==> config.mk <==
export PLATFORM = sky130hd
export DESIGN_NAME = fft_stage_sequencer
export DESIGN_NICKNAME = d
export VERILOG_FILES = /design/src/rtl/fft_pkg.sv /design/src/rtl/sync_flex_counter.sv /design/src/rtl/fft_stage_sequencer.sv
export SDC_FILE = /design/constraint.sdc
export NUM_CORES = 1
export LEC_CHECK = 0
export BUFFER_PORTS_ARGS = -buffer_cell sky130_fd_sc_hd__buf_2
export CORE_AREA = 3 3 96 98
export CTS_BUF_LIST = sky130_fd_sc_hd__clkbuf_8
export DETAILED_ROUTE_END_ITERATION = 8
export DIE_AREA = 0 0 99 101
export SYNTH_ARGS = -nofsm -noshare
export SYNTH_HDL_FRONTEND = slang
export SYNTH_HIERARCHICAL = 1
export SYNTH_SLANG_ARGS = --single-unit
==> constraint.sdc <==
create_clock -name clk -period 9.8 [get_ports clk]
set_input_delay 0.98 -clock clk [delete_from_list [all_inputs] [get_ports clk]]
set_output_delay 0.98 -clock clk [all_outputs]
set_load 0.005 [all_outputs]
==> src/rtl/fft_pkg.sv <==
// Shared types and butterfly address helper for the radix-2 DIT FFT stage sequencer.
// The address function is also used by verification models.
package fft_pkg;

   localparam int unsigned LOG2_N_DEF = 8;
   localparam int unsigned LOG2_N_MAX = 12;

   typedef enum logic [1:0] {IDLE, RUN, GAP} seq_state_t;

   typedef struct packed {
      logic [LOG2_N_MAX-1:0] addr_a;
      logic [LOG2_N_MAX-1:0] addr_b;
      logic [LOG2_N_MAX-2:0] tw_addr;
   } bfly_addr_t;

   // Upper/lower leg and twiddle index for butterfly j of stage s, sized for the largest FFT.
   function automatic bfly_addr_t bfly_addr(input int unsigned log2n,
                                            input int unsigned s,
                                            input int unsigned j);
      bfly_addr_t  r;
      int unsigned half;
      int unsigned grp;
      int unsigned pos;
      int unsigned a;
      half      = 32'd1 << s;
      grp       = j >> s;
      pos       = j & (half - 32'd1);
      a         = (grp << (s + 32'd1)) | pos;
      r.addr_a  = LOG2_N_MAX'(a);
      r.addr_b  = LOG2_N_MAX'(a + half);
      r.tw_addr = (LOG2_N_MAX-1)'(pos << (log2n - 32'd1 - s));
      return r;
   endfunction

endpackage

==> src/rtl/sync_flex_counter.sv <==
// Up-counter with synchronous reset/clear, enable and a programmable rollover value.
// wrap_c flags the enabled cycle in which the counter returns to zero.
module sync_flex_counter #(
   parameter int unsigned W = 4
) (
   input  logic         clk,
   input  logic         reset,
   input  logic         clear,
   input  logic         en,
   input  logic [W-1:0] roll_val,
   output logic [W-1:0] count,
   output logic         wrap_c
);

   assign wrap_c = en && (count == roll_val);

   always_ff @(posedge clk) begin
      if (reset || clear) begin
         count <= '0;
      end else if (en) begin
         count <= wrap_c ? '0 : count + W'(1);
      end
   end

endmodule

==> src/rtl/fft_stage_sequencer.sv <==
// Sequences butterflies and stages of a 2^LOG2_N point radix-2 DIT FFT, generating
// data-pair and twiddle addresses and a pipeline-drain gap between stages.
module fft_stage_sequencer
   import fft_pkg::*;
#(
   parameter int unsigned LOG2_N     = LOG2_N_DEF,
   parameter int unsigned GAP_CYCLES = 2,
   parameter int unsigned STAGE_W    = (LOG2_N > 2) ? $clog2(LOG2_N) : 1
) (
   input  logic               clk,
   input  logic               reset,
   input  logic               start,
   input  logic               clear,
   input  logic               bfly_advance,
   output logic               issue_ok,
   output logic               busy,
   output logic [STAGE_W-1:0] stage_count,
   output logic [LOG2_N-2:0]  bfly_count,
   output logic [LOG2_N-1:0]  addr_a,
   output logic [LOG2_N-1:0]  addr_b,
   output logic [LOG2_N-2:0]  tw_addr,
   output logic               stage_done,
   output logic               fft_done
);

   localparam int unsigned BW = LOG2_N - 1;
   localparam int unsigned GW = (GAP_CYCLES > 1) ? $clog2(GAP_CYCLES) : 1;
   localparam logic [STAGE_W-1:0] LAST_STAGE = STAGE_W'(LOG2_N - 1);
   localparam logic [GW-1:0]      GAP_LAST   = GW'((GAP_CYCLES > 0) ? GAP_CYCLES - 1 : 0);

   seq_state_t         state;
   seq_state_t         next_state;
   logic [STAGE_W-1:0] stage_next;
   logic               stage_done_next;
   logic               fft_done_next;
   logic               bfly_en;
   logic               bfly_wrap_c;
   logic               gap_en;
   logic               gap_wrap_c;
   logic [GW-1:0]      gap_count_unused;
   bfly_addr_t         addr_c;

   assign bfly_en = (state == RUN) && bfly_advance;
   assign gap_en  = (state == GAP);

   sync_flex_counter #(.W(BW)) u_bfly_cnt (
      .clk      (clk),
      .reset    (reset),
      .clear    (clear),
      .en       (bfly_en),
      .roll_val ('1),
      .count    (bfly_count),
      .wrap_c   (bfly_wrap_c)
   );

   sync_flex_counter #(.W(GW)) u_gap_cnt (
      .clk      (clk),
      .reset    (reset),
      .clear    (clear),
      .en       (gap_en),
      .roll_val (GAP_LAST),
      .count    (gap_count_unused),
      .wrap_c   (gap_wrap_c)
   );

   // Next state, stage index and completion pulses.
   always_comb begin
      next_state      = state;
      stage_next      = stage_count;
      stage_done_next = 1'b0;
      fft_done_next   = 1'b0;
      unique case (state)
         IDLE: begin
            if (start) begin
               next_state = RUN;
               stage_next = '0;
            end
         end
         RUN: begin
            if (bfly_wrap_c) begin
               stage_done_next = 1'b1;
               if (stage_count == LAST_STAGE) begin
                  fft_done_next = 1'b1;
                  stage_next    = '0;
                  next_state    = IDLE;
               end else begin
                  stage_next = stage_count + STAGE_W'(1);
                  next_state = (GAP_CYCLES == 0) ? RUN : GAP;
               end
            end
         end
         GAP: begin
            if (gap_wrap_c) begin
               next_state = RUN;
            end
         end
         default: next_state = IDLE;
      endcase
   end

   // issue_ok/busy are registered from the next state so they track state exactly.
   always_ff @(posedge clk) begin
      if (reset || clear) begin
         state       <= IDLE;
         stage_count <= '0;
         issue_ok    <= 1'b0;
         busy        <= 1'b0;
         stage_done  <= 1'b0;
         fft_done    <= 1'b0;
      end else begin
         state       <= next_state;
         stage_count <= stage_next;
         issue_ok    <= (next_state == RUN);
         busy        <= (next_state != IDLE);
         stage_done  <= stage_done_next;
         fft_done    <= fft_done_next;
      end
   end

   assign addr_c  = bfly_addr(LOG2_N, 32'(stage_count), 32'(bfly_count));
   assign addr_a  = LOG2_N'(addr_c.addr_a);
   assign addr_b  = LOG2_N'(addr_c.addr_b);
   assign tw_addr = (LOG2_N-1)'(addr_c.tw_addr);

endmodule

# Word-level counts from Yosys, hierarchy flattened

Index checks and enable logic that the tools add are counted.

$add $sub $neg: 7
Eq/ne operators: 7
Shift-type cells: 4
Reductions and logical operators: 10
Mux-type cells: 13
Bitwise logic cells: 4

Operators with widths:

| kind                  | number |
|---|---|
| $and 7x32->32         | 1 |
| $shl 1x3->32 const A  | 1 |
| $shl 32x32->7         | 1 |
| $shl 32x4->8          | 1 |
| $shr 7x3->32          | 1 |
| $sub 32x1->32 const B | 1 |
| $mux 3                | 3 |
| $add 8x8->8           | 1 |
| $mux 2                | 4 |
| $or 8x8->8            | 1 |
| $add 7x1->7 const B   | 1 |
| $eq 7x7->1 const B    | 1 |
| $mux 7                | 1 |
| $pmux 2 s3            | 1 |
| $pmux 3 s2            | 1 |
| $add 3x1->4 const B   | 1 |
| $eq 2x1->1 const B    | 2 |
| $reduce_bool 2->1     | 2 |
| $sub 3x3->4 const A   | 1 |
| $add 3x1->3 const B   | 1 |
| $eq 3x3->1 const B    | 1 |
| $logic_and 1x1->1     | 3 |
| $mux 1                | 3 |
| $reduce_and 3->1      | 1 |
| other kinds (9)       | 10 |

Logic and storage cells: 53
Output and inout bits: 37
Bits of input ports: 5
Bits in registers: 17

# Longest topological paths before layout

Gate-level depths: netlist of the first run.

Depth after elaboration: 6
Gate-level depth with buffers: 18
Mapped depth without buffers: 15

# By module

Netlist of the first run, hierarchy kept.

Modules (own cells, without submodules):

| module                          | cells each | instances | area each (um^2) | sequential area each (um^2) |
|---|---|---|---|---|
| fft_stage_sequencer             | 222        | 1         | 1636.6           | 180.2 |
| sync_flex_counter at u_bfly_cnt | 46         | 1         | 404.1            | 140.1 |
| sync_flex_counter at u_gap_cnt  | 6          | 1         | 61.3             | 20.0 |

# Worst setup path before layout of the first run

OpenSTA, ideal clock, no wires.

Path kind: register -> output
Start: reg stage_count[0]
End: out addr_b[7]
Arrival: 3.325 ns
Path slack: 5.495 ns
Required time: 8.820 ns
Cell stages (with the launch flop): 17
Buffers on the path: 2
Path through: dfxtp_1 > buf_6 > clkinv_1 > ha_1 > clkbuf_1 > nand2b_1 > ha_1 > or3b_2 > mux2i_1 > a21oi_1 > o21ai_0 > ha_1 > inv_1 > nor2_1 > a21oi_1 > o2bb2ai_1 > xnor3_1

Longest elaborated chain between the ends: 5
Elaborated cells on any way between the ends: 8
Classes of those cells: 3 x add/sub; 3 x shift; 2 x bitwise

RTL lines:

| item                     | RTL line                   | RTL |
|---|---|---|
| start: declaration       | fft_stage_sequencer.sv:17  | `output logic [STAGE_W-1:0] stage_count,` |
| start signal: assignment | fft_stage_sequencer.sv:112 | `stage_count <= stage_next;` |
| $shl 1x3->32             | fft_pkg.sv:25              | `half = 32'd1 << s;` |
| $sub 32x1->32            | fft_pkg.sv:27              | `pos = j & (half - 32'd1);` |
| $and 7x32->32            | fft_pkg.sv:27              |  |
| $or 8x8->8 *             | fft_pkg.sv:28              | `a = (grp << (s + 32'd1)) \| pos;` |
| via addr_a[4]            | fft_stage_sequencer.sv:19  | `output logic [LOG2_N-1:0] addr_a,` |
| $add 8x8->8 *            | fft_pkg.sv:30              | `r.addr_b = LOG2_N_MAX'(a + half);` |
| end: declaration         | fft_stage_sequencer.sv:20  | `output logic [LOG2_N-1:0] addr_b,` |

The timed path passes the listed nets; every way through them passes the cells marked *.

# Worst setup path after layout of the first run

Start: reg stage_count[1]
End: out addr_b[7]

Longest elaborated chain between the ends: 5
Elaborated cells on any way between the ends: 8
Classes of those cells: 3 x add/sub; 3 x shift; 2 x bitwise

RTL lines:

| item          | RTL line |
|---|---|
| $shl 1x3->32  | fft_pkg.sv:25 |
| $sub 32x1->32 | fft_pkg.sv:27 |
| $and 7x32->32 | fft_pkg.sv:27 |
| $or 8x8->8    | fft_pkg.sv:28 |
| $add 8x8->8 * | fft_pkg.sv:30 |

Every way passes the cells marked *; elsewhere a longest branch is shown, timed or not.

==> results of run 1 <==
## worst max-delay path: cells and delay by family (launching register included)
family	cells	cell delay [ns]
xor+xnor	1	0.22
mux	1	0.23
fa+ha+maj	3	0.95
buf+inv	3	0.60
flops	1	0.80
simple gates	3	0.71
compound gates	4	0.64
## power groups by stage
stage | clock network [mW] | registers [mW] | logic, mW
floorplan | 0 | 0.0718 | 0.00653
global placement | 0 | 0.0718 | 0.00976
detailed placement | 0 | 0.0719 | 0.00978
CTS | 0.0543 | 0.0703 | 0.00985
global route | 0.0581 | 0.0703 | 0.0113
finish | 0.0516 | 0.0703 | 0.00975
## area by class of cell
class                           count  share of cell area
Tap cell                          108             0.05510
Clock buffer                        3             0.01684
Multi-Input combinational cell    237              0.6760
Inverter                           14             0.02143
Clock inverter                      1            0.002041
Sequential cell                    17              0.1388
Timing Repair Buffer               43             0.08980
## cells in the final DEF (no fill, tap or decap), drive strengths merged, types with 8 or more instances in the layout
master	synthesis	final
nor3	18	18
a21oi	11	11
inv	13	13
nor2	20	20
buf	6	43
mux2i	10	10
xnor2	16	16
ha	15	15
and2	12	12
nand2	18	18
o21ai	12	12
conb	1	9
nand3	8	8
dfxtp	17	17
## sequential cells by signal, indices dropped and copies added, names as in the netlist
signal and flops:
u_bfly_cnt/count 7, stage_count 3, state 2, busy 1
fft_done 1, issue_ok 1, stage_done 1, u_gap_cnt/count 1
## per-stage QoR
step	instance area (sq um)	setup WS [ns]	hold slack, ns
after floorplan	2132	5.495	0.4839
after global placement	2406	4.927	0.5011
after detailed placement	2406	4.736	0.5161
after CTS	2452	4.444	0.5250
after global routing	2452	4.063	0.5544
final	2452	4.417	0.5235
## worst max path at each step
stage	slack (ns)	cells past startpoint	to
floorplan	5.49	16	addr_b[7]
detailed placement	4.74	15	addr_b[7]
global route	4.06	15	addr_b[7]
finish	4.42	15	addr_b[7]
global placement	4.93	15	addr_b[7]
CTS	4.44	15	addr_b[7]
## metal layers
metal  GRT usage  up-vias
met2      0.1978       66
met4     0.03256        0
met5           0        -
met1      0.1613      941
li1            -     1063
met3     0.02007        9
## cell families (layout without fill, tap and decap cells)
| group | after synthesis | after routing | share of synthesized area |
|---|---|---|---|
| buf+inv | 28 | 61 | 0.06369 |
| flops | 17 | 17 | 0.1619 |
| mux | 14 | 14 | 0.07083 |
| fa+ha+maj | 16 | 16 | 0.09881 |
| other cells | 1 | 9 | 0.001784 |
| xor+xnor | 22 | 22 | 0.09821 |
| simple gates | 113 | 113 | 0.2941 |
| compound gates | 63 | 63 | 0.2107 |
==> impl_metrics.yaml, run 1 <==
outcome:
  status: "complete, no violations"
grt:
  grt_pass1_wl_um: 9832
  antenna_found_initial: 0
  grt_pass1_vias: 1971
  grt_max_degree: 41
  grt_usage: 0.1198
  gr-total-overflow: 0
routing:
  topRoutingLayerUsed: "met4"
  final_antenna_net_count: 0
  wl_um: 5962
  vias_per_cell: 4.915
  drc_errors: 0
  first_pass_iters: 5
  wl_per_cell_um: 14.09
  route.met2.wl_um: 2810
  drt-met1-wl_um: 2743
  wl_met3_um: 324
  vias: 2079
  drt_iter0_markers: 215
critical_path:
  r2r_end: "stage_count[2]$_SDFFE_PP0P_"
  worstPathRequired_ns: 8.82
  slowest_delay_ns: 0.80
  criticalPathCategory: "reg2out"
  reg2reg_depth: 9
  slowest_stage: "dfxtp_1"
  end_kind: "output pin"
  worst-path-max-fanout: 21
  worst_ep_arrival_time_ns: 4.40
  crit-reg2reg-launch: "state[0]$_SDFF_PP0_"
  cp_cell_sequence: "inv_1 > ha_1 > nand2b_1 > ha_1 > or3b_2 > mux2i_1 > a21oi_1 > o21ai_0 > ha_1 > inv_1 > nor2_1 > a21oi_1 > o2bb2ai_1 > xnor3_1 > buf_2"
  startpoint_type: "register"
  regToRegSetupSlack_ns: 7.29
  cpMostUsedCell: "ha_1"
  startpoint: "stage_count[1]$_SDFFE_PP0P_"
power_and_ir_drop:
  switching_share: 0.2250
  power_frac_seq: 0.534
  power_mw: 0.1317
  powerDensity_nw_per_um2: 53.70
  power_leakage_nw: 1.028
  pwr-share-clk: 0.392
  power.internal_mw: 0.1021
  combPwrFrac: 0.074
  vdd_drop_max_mv: 0.03663
  switching_power_mw: 0.02963
synthesis:
  synth_top_cell_by_area: "dfxtp_1"
  ys_top_cells_by_area: "dfxtp_1 16%, ha_1 8.9%, xnor2_1 6.7%, mux2i_1 4.8%, nor3_1 4.3%"
  yosys_warnings: 6
  synth-seq-area-share: 0.1619
  synth_edf_count: 0
  synthFlopType: "dfxtp_1"
  async_reset_ff_frac: 0
  synthCells: 274
  netlist.area_leader.share: 0.1619
  synthTopCellsByCount: "20 x nor2_1, 18 x nand2_1, 18 x nor3_1, 17 x dfxtp_1, 16 x xnor2_1"
  synth_seq_cells: 17
  synth_area_sq_um: 2102
  synth_cell_types: 67
  avgSynthCellArea_sq_um: 7.672
  synth.most_common_cell: "nor2_1"
sta:
  rsz0062_at_grt: "no"
  finalCritPeriodShare: 0.5493
  slew_violations: 0
  slew_headroom: 0.5049
  fin_tns_setup_ns: 0
  fin_skew_ns: 0.0006513
  period_minus_slack_ns: 5.383
  finalSetupViolations: 0
  max_freq_ghz: 0.1858
  hold_viol_final: 0
  worst-slew-pin-transition_ns: 0.7416
finish:
  layout-drive-gt1-share: 0.2000
  regArea_sq_um: 340.3
  final_core_util: 0.2868
  areaGrowthSynthToFinish_pct: 16.67
  antenna_cells: 0
  finalNonFillerCells: 423
  multi_input_comb_area_sq_um: 1658
  num-fill-cells: 944
  final_nets: 337
floorplan:
  std_cell_rows: 34
  io_pins: 42
  initial_utilization: 0.2458
  fp.dieW_um: 99
  core_area_sq_um: 8551
  die-area_sq_um: 9999
  die_y_um: 101
cts:
  cts-root-buf: "clkbuf_8"
  postCtsResizedCells: 0
  cts_buffers: 3
  path_clk_slew_ns: 0.06
  insertion_delay_ns: 0.25
  cts_hold_buf: 0
  cts.sinks: 17
  clockBufferDepth: 2
  htree_levels: 1
  post_cts_buffers: 0
  cts_tree: "yes"
place:
  place_congestion: 0.8957
  dpl.cell_count: 419
  hpwl_um: 4605
  port_buffers: 41
hold_path:
  hold_depth: 2
  min_to: "u_gap_cnt/count$_SDFFE_PP0P_"
  min_path_type: "reg2reg"
  min_from: "u_gap_cnt/count$_SDFFE_PP0P_"
job:
  maxCapViolations: 0
(Power assumes the default switching activity.)
==> inputs of run 2 (changes only) <==
- clock period: 9.8 -> 5.2 ns (I/O delays scaled with it)
==> run 2 against run 1 <==
Effect of this change: power grew 88%; register-to-register slack lost 4.6 ns; worst setup slack lost 3.7 ns; first-iteration DRC count shrank 34%; largest power group unchanged; clock power grew 87%; global-route usage grew 0.059 points; clock skew grew 0.00096 ns; largest cell class unchanged; critical path type unchanged; via count grew 2.6%; combinational power grew 97%; cell count grew 0.95%.
==> impl_metrics.yaml, run 2 (synthesis results as in run 1) <==
sta:
  slew_headroom: 0.6330
  worst_slack_ns: 0.6671
  fin_skew_ns: 0.001612
  timing.hold.ws_ns: 0.5217
  period_minus_slack_ns: 4.533
  worst-slew-pin-transition_ns: 0.5464
  finalSetupViolations: 0
  slew_violations: 0
  fin_tns_setup_ns: 0
  finalCritPeriodShare: 0.8717
  max_freq_ghz: 0.2206
  hold_viol_final: 0
  rsz0062_at_grt: "no"
grt:
  grt_max_degree: 23
  grt_pass1_vias: 2047
  grt_usage: 0.1204
  gr-total-overflow: 0
  antenna_found_initial: 0
  grt_pass1_wl_um: 9956
finish:
  largest_reg_flops: 7
  final_common_cell: "buf_2"
  final_nets: 341
  antenna_cells: 0
  final_cell_mix: "41 x buf_2, 20 x nor2_1, 18 x nand2_1, 18 x nor3_1, 17 x dfxtp_1"
  finalNonFillerCells: 427
  areaGrowthSynthToFinish_pct: 18.04
  layout-drive-gt1-share: 0.2069
  top_register: "u_bfly_cnt/count"
  reg_top3: "u_bfly_cnt/count: 7 flops, stage_count: 3 flops, state: 2 flops"
critical_path:
  criticalPathCategory: "reg2out"
  cp_cell_sequence: "buf_4 > clkinv_1 > ha_1 > nand2b_1 > ha_1 > or3b_2 > mux2i_1 > a21oi_1 > o21ai_0 > ha_1 > inv_1 > nor2_1 > a21oi_1 > o2bb2ai_1 > xnor3_1 > buf_2"
  worstPathRequired_ns: 4.68
  worst-path-max-fanout: 19
  worst_ep_arrival_time_ns: 4.01
  startpoint_type: "register"
  slowest_stage: "or3b_2"
  end_kind: "output pin"
  cpMostUsedCell: "ha_1"
  slowest_delay_ns: 0.47
place:
  port_buffers: 41
  hpwl_um: 4766
  dpl.cell_count: 423
  dpl_worst_slack_ns: 0.9431
  place_congestion: 0.8838
hold_path:
  min_path_type: "reg2reg"
power_and_ir_drop:
  power.internal_mw: 0.1917
  switching_share: 0.2274
  switching_power_mw: 0.05641
  power_leakage_nw: 1.051
  power_frac_seq: 0.533
  powerDensity_nw_per_um2: 100.0
  pwr-share-clk: 0.390
  combPwrFrac: 0.077
  vdd_drop_max_mv: 0.1335
routing:
  drc_errors: 0
  wl_per_cell_um: 14.15
  vias: 2133
  vias_per_cell: 4.995
  wl_um: 6040
  final_antenna_net_count: 0
  first_pass_iters: 4
  drt_iter0_markers: 142
floorplan:
  std_cell_rows: 34
  io_pins: 42
  core_area_sq_um: 8551
  die_y_um: 101
  die-area_sq_um: 9999
  initial_utilization: 0.2458
  fp.dieW_um: 99
job:
  maxCapViolations: 0
cts:
  insertion_delay_ns: 0.25
  post_cts_buffers: 0
  cts-root-buf: "clkbuf_8"
  cts_tree: "yes"
  postCtsResizedCells: 0
  clockBufferDepth: 2
  cts_hold_buf: 0
  cts.sinks: 17
  path_clk_slew_ns: 0.07
  cts_buffers: 3
  htree_levels: 1
outcome:
  status: "complete, no violations"
[run 2: changes by cell type in the layout (fill, tap and decap cells not counted), sizes merged]
cell	change
clkinv	-1
inv	+1
buf	+4
[run 2: per-layer routing]
layer  vias up  part of all wire  global-route usage  wire length, um
met5         -                 0                   0                0
li1       1072                 -                   -                -
met2        59              0.47              0.2107             2855
met4         0             0.018             0.03571              110
met1       990              0.46              0.1522             2757
met3        12             0.052             0.01869              316
[run 2: cell type report]
class                   count  area (sq um)
clock buffers               3         41.29
well taps                 108         135.1
fillers                   934          6070
multi-input cells         237          1658
clock inverters             1         3.754
flip-flops and latches     17         340.3
inverters                  14         52.55
repair buffers             47         250.2
[run 2: worst paths after layout]
kind | end | depth (start not counted) | slack, ns | from
min reg2reg | u_gap_cnt/count$_SDFFE_PP0P_ | 2 | 0.52 | u_gap_cnt/count$_SDFFE_PP0P_
min | u_gap_cnt/count$_SDFFE_PP0P_ | 2 | 0.52 | u_gap_cnt/count$_SDFFE_PP0P_
max reg2reg | stage_count[2]$_SDFFE_PP0P_ | 9 | 2.71 | state[0]$_SDFF_PP0_
max | addr_b[7] | 16 | 0.67 | stage_count[0]$_SDFFE_PP0P_
[run 2: through the flow]
| step | power, mW | area, sq um | utilization |
|---|---|---|---|
| finish | 0.2481 | 2481 | 0.2902 |
| CTS | 0.2508 | 2481 | 0.2902 |
| detailed placement | 0.1542 | 2436 | 0.2849 |
| global route | 0.2594 | 2481 | 0.2902 |
| global placement | 0.1540 | 2436 | 0.2849 |
| floorplan | 0.1476 | 2132 | - |
[run 2: critical path: cells and delay by family (launching register included)]
kind / cells / cell delay (ns)
AND/OR/NAND/NOR: 3 / 0.68
AO/OA/AOI/OAI: 4 / 0.64
flip-flops: 1 / 0.31
XOR/XNOR: 1 / 0.22
multiplexers: 1 / 0.23
buffers and inverters: 4 / 0.74
adder cells (fa/ha/maj): 3 / 0.94
[run 2: power groups by stage]
stage	Sequential [mW]	Combinational (mW)	Clock, mW
detailed placement	0.135	0.0191	0
floorplan	0.135	0.0123	0
CTS	0.132	0.0192	0.0994
finish	0.132	0.0192	0.0967
global route	0.132	0.0217	0.105
global placement	0.135	0.0189	0
==> inputs of run 3 (changes only) <==
- ABC_AREA: default -> 1
- CORE_AREA: 3 3 96 98 -> 3 3 101 103
- DIE_AREA: 0 0 99 101 -> 0 0 104 106
==> run 3 against run 2 <==
Effect of this change: maximum frequency grew 8.0%; clock skew barely moved; combinational power increased to 5.5 times the previous value; critical path type unchanged; sequential share of layout area down 1.4 points; count of clock-buffer cells in the layout unchanged; area after synthesis grew 11%; synthesized cell count grew 53%; core utilization grew 0.71 points; routed wire length grew 14%; global-route usage is 0.16 points higher; power grew 36%.
==> impl_metrics.yaml, run 3 <==
outcome:
  status: "complete, no violations"
finish:
  final_cell_mix: "142 x nand2_1, 61 x nand3_1, 53 x inv_1"
  final_cell_area_sq_um: 2760
  reg_top3: "u_bfly_cnt/count: 7 flops, stage_count: 3 flops, state: 2 flops"
  areaGrowthSynthToFinish_pct: 18.54
  regArea_sq_um: 340.3
  layout-drive-gt1-share: 0.1558
  antenna_cells: 0
  final_nets: 497
  largest_reg_flops: 7
  multi_input_comb_area_sq_um: 1760
  num-fill-cells: 1069
  final_common_cell: "nand2_1"
  top_register: "u_bfly_cnt/count"
synthesis:
  synth_seq_cells: 17
  avgSynthCellArea_sq_um: 5.557
  synthCells: 419
  synth_xor_area_frac: 0.02257
  synth_edf_count: 0
  synth_fa_ha_area_frac: 0.08920
  synth_compound_area_frac: 0.1010
  synth_top_cell_by_area: "nand2_1"
  synth_top_family_by_area: "simple AND/OR/NAND/NOR gates"
  synth_area_sq_um: 2328
  synthFlopType: "dfxtp_1"
  synthTopCellsByCount: "142 x nand2_1, 61 x nand3_1, 53 x inv_1, 33 x nor2_1, 17 x dfxtp_1"
  synth.most_common_cell: "nand2_1"
  ys_top_cells_by_area: "nand2_1 23%, dfxtp_1 15%, nand3_1 13%, inv_1 8.5%, ha_1 8.1%"
  yosys_warnings: 6
  yosys.area_share.simple: 0.5094
  synth-seq-area-share: 0.1462
  async_reset_ff_frac: 0
  muxShareOfSynthArea: 0
  synth_cell_types: 36
  netlist.area_leader.share: 0.2289
place:
  port_buffers: 41
  place_area_sq_um: 2714
  place_congestion: 0.9064
  hpwl_um: 5562
  dpl_worst_slack_ns: 1.338
power_and_ir_drop:
  power_leakage_nw: 1.609
  vdd_drop_max_mv: 0.08457
  powerDensity_nw_per_um2: 122.6
  power_mw: 0.3384
critical_path:
  reg2reg_depth: 16
  worstPathRequired_ns: 4.68
  end_kind: "output pin"
  cp.depth: 14
  startpoint_type: "register"
  worst_ep_arrival_time_ns: 3.68
  critPathBufInv: 3
  slowest_stage: "dfxtp_1"
  endpoint: "addr_b[6]"
  criticalPathCategory: "reg2out"
  slowest_delay_ns: 0.75
  r2r_end: "stage_count[0]$_SDFFE_PP0P_"
  critical_path.top_delay_family: "adder cells"
  startpoint: "stage_count[1]$_SDFFE_PP0P_"
  regToRegSetupSlack_ns: 2.75
  worst-path-max-fanout: 17
  crit-reg2reg-launch: "state[0]$_SDFF_PP0_"
  cp_cell_sequence: "inv_2 > ha_1 > inv_1 > nand3_1 > nand3_1 > nand2_1 > ha_1 > a21oi_1 > nand2_1 > a21oi_1 > nor2_1 > nor2_1 > xnor2_1 > buf_2"
sta:
  fin_skew_ns: 0.001432
  hold_viol_final: 0
  slew_headroom: 0.4854
  finalSetupViolations: 0
  period_minus_slack_ns: 4.198
  fin_tns_setup_ns: 0
  finalCritPeriodShare: 0.8072
  worst_slack_ns: 1.002
  rsz0062_at_grt: "no"
  worst-slew-pin-transition_ns: 0.7709
  max_freq_ghz: 0.2382
  timing.hold.ws_ns: 0.5391
  slew_violations: 0
cts:
  cts_buffers: 3
  cts_tree: "yes"
  cts-root-buf: "clkbuf_8"
  postCtsResizedCells: 0
  cts_hold_buf: 0
  cts.sinks: 17
  clockBufferDepth: 2
  insertion_delay_ns: 0.25
  htree_levels: 1
  post_cts_buffers: 0
  path_clk_slew_ns: 0.07
routing:
  vias: 2693
  vias_per_cell: 4.459
  first_pass_iters: 4
  drt_iter0_markers: 148
  drc_errors: 0
  final_antenna_net_count: 0
  wl_um: 6884
  wl_per_cell_um: 11.40
grt:
  grt_pass1_wl_um: 11430
  met3_usage: 0.01336
  use_met1: 0.1635
  grt_pass1_vias: 2475
  gr-total-overflow: 0
  grt_max_degree: 23
  grtUsageMet2: 0.2103
  grt_usage: 0.1220
  busiest_layer: "met2"
  antenna_found_initial: 0
floorplan:
  std_cell_rows: 35
  fp.dieW_um: 104
  io_pins: 42
  die_y_um: 106
  die-area_sq_um: 11020
  core_area_sq_um: 9284
  initial_utilization: 0.2508
hold_path:
  min_path_type: "reg2reg"
job:
  maxCapViolations: 0
run 3: cell type report:
type	count	share of cell area
Sequential cell	17	0.1233
Clock buffer	3	0.01496
Tap cell	129	0.05848
Inverter	61	0.08386
Clock inverter	1	0.001813
Timing Repair Buffer	43	0.07978
Multi-Input combinational cell	350	0.6378
run 3: logic make-up (layout without fill, tap and decap cells):
kind of cell	count (synthesis)	count (layout)
compound gates	40	40
other cells	1	21
buf+inv	72	108
fa+ha+maj	16	16
flops	17	17
simple gates	267	267
xor+xnor	6	6
run 3: how the worst min path moves through the flow:
stage                                            start                           end  slack (ns)  cells past startpoint
after global routing                             reset  u_gap_cnt/count$_SDFFE_PP0P_        0.57                      4
after floorplan           u_gap_cnt/count$_SDFFE_PP0P_  u_gap_cnt/count$_SDFFE_PP0P_        0.49                      3
final                     u_gap_cnt/count$_SDFFE_PP0P_  u_gap_cnt/count$_SDFFE_PP0P_        0.54                      3
after detailed placement  u_gap_cnt/count$_SDFFE_PP0P_  u_gap_cnt/count$_SDFFE_PP0P_        0.53                      3
after CTS                 u_gap_cnt/count$_SDFFE_PP0P_  u_gap_cnt/count$_SDFFE_PP0P_        0.54                      3
after global placement    u_gap_cnt/count$_SDFFE_PP0P_  u_gap_cnt/count$_SDFFE_PP0P_        0.50                      3
run 3: report_power, final:
group          total [mW]  internal (mW)  switching (mW)
logic               0.105         0.0371          0.0676
registers           0.137          0.132         0.00456
clock network      0.0967         0.0531          0.0437
run 3: per-layer routing:
metal / share of wire / up-vias / wire length (um)
met4: 0.013 / 0 / 87
met1: 0.49 / 1180 / 3340
met3: 0.057 / 10 / 389
li1: - / 1439 / -
met5: 0 / - / 0
met2: 0.45 / 64 / 3066
run 3: metrics by stage:
stage | utilization | instances
2_1_floorplan | - | 439
3_3_place_gp | 0.2923 | 600
3_5_place_dp | 0.2923 | 600
4_1_cts | 0.2973 | 604
5_1_grt | 0.2973 | 604
6_report | 0.2973 | 604
run 3: worst register-to-register path, stage by stage (launching register included):
cell and delay [ns]:
dfxtp_1 0.36, inv_1 0.06, nor2_1 0.25, inv_1 0.12, nor2_1 0.35, inv_2 0.15
a21oi_2 0.13, nand2_1 0.07, nor2_2 0.10, nand2_2 0.09, inv_1 0.08, inv_1 0.04
nor2_1 0.13, inv_1 0.08, nand2_1 0.15, o21ai_0 0.10, a21oi_1 0.13
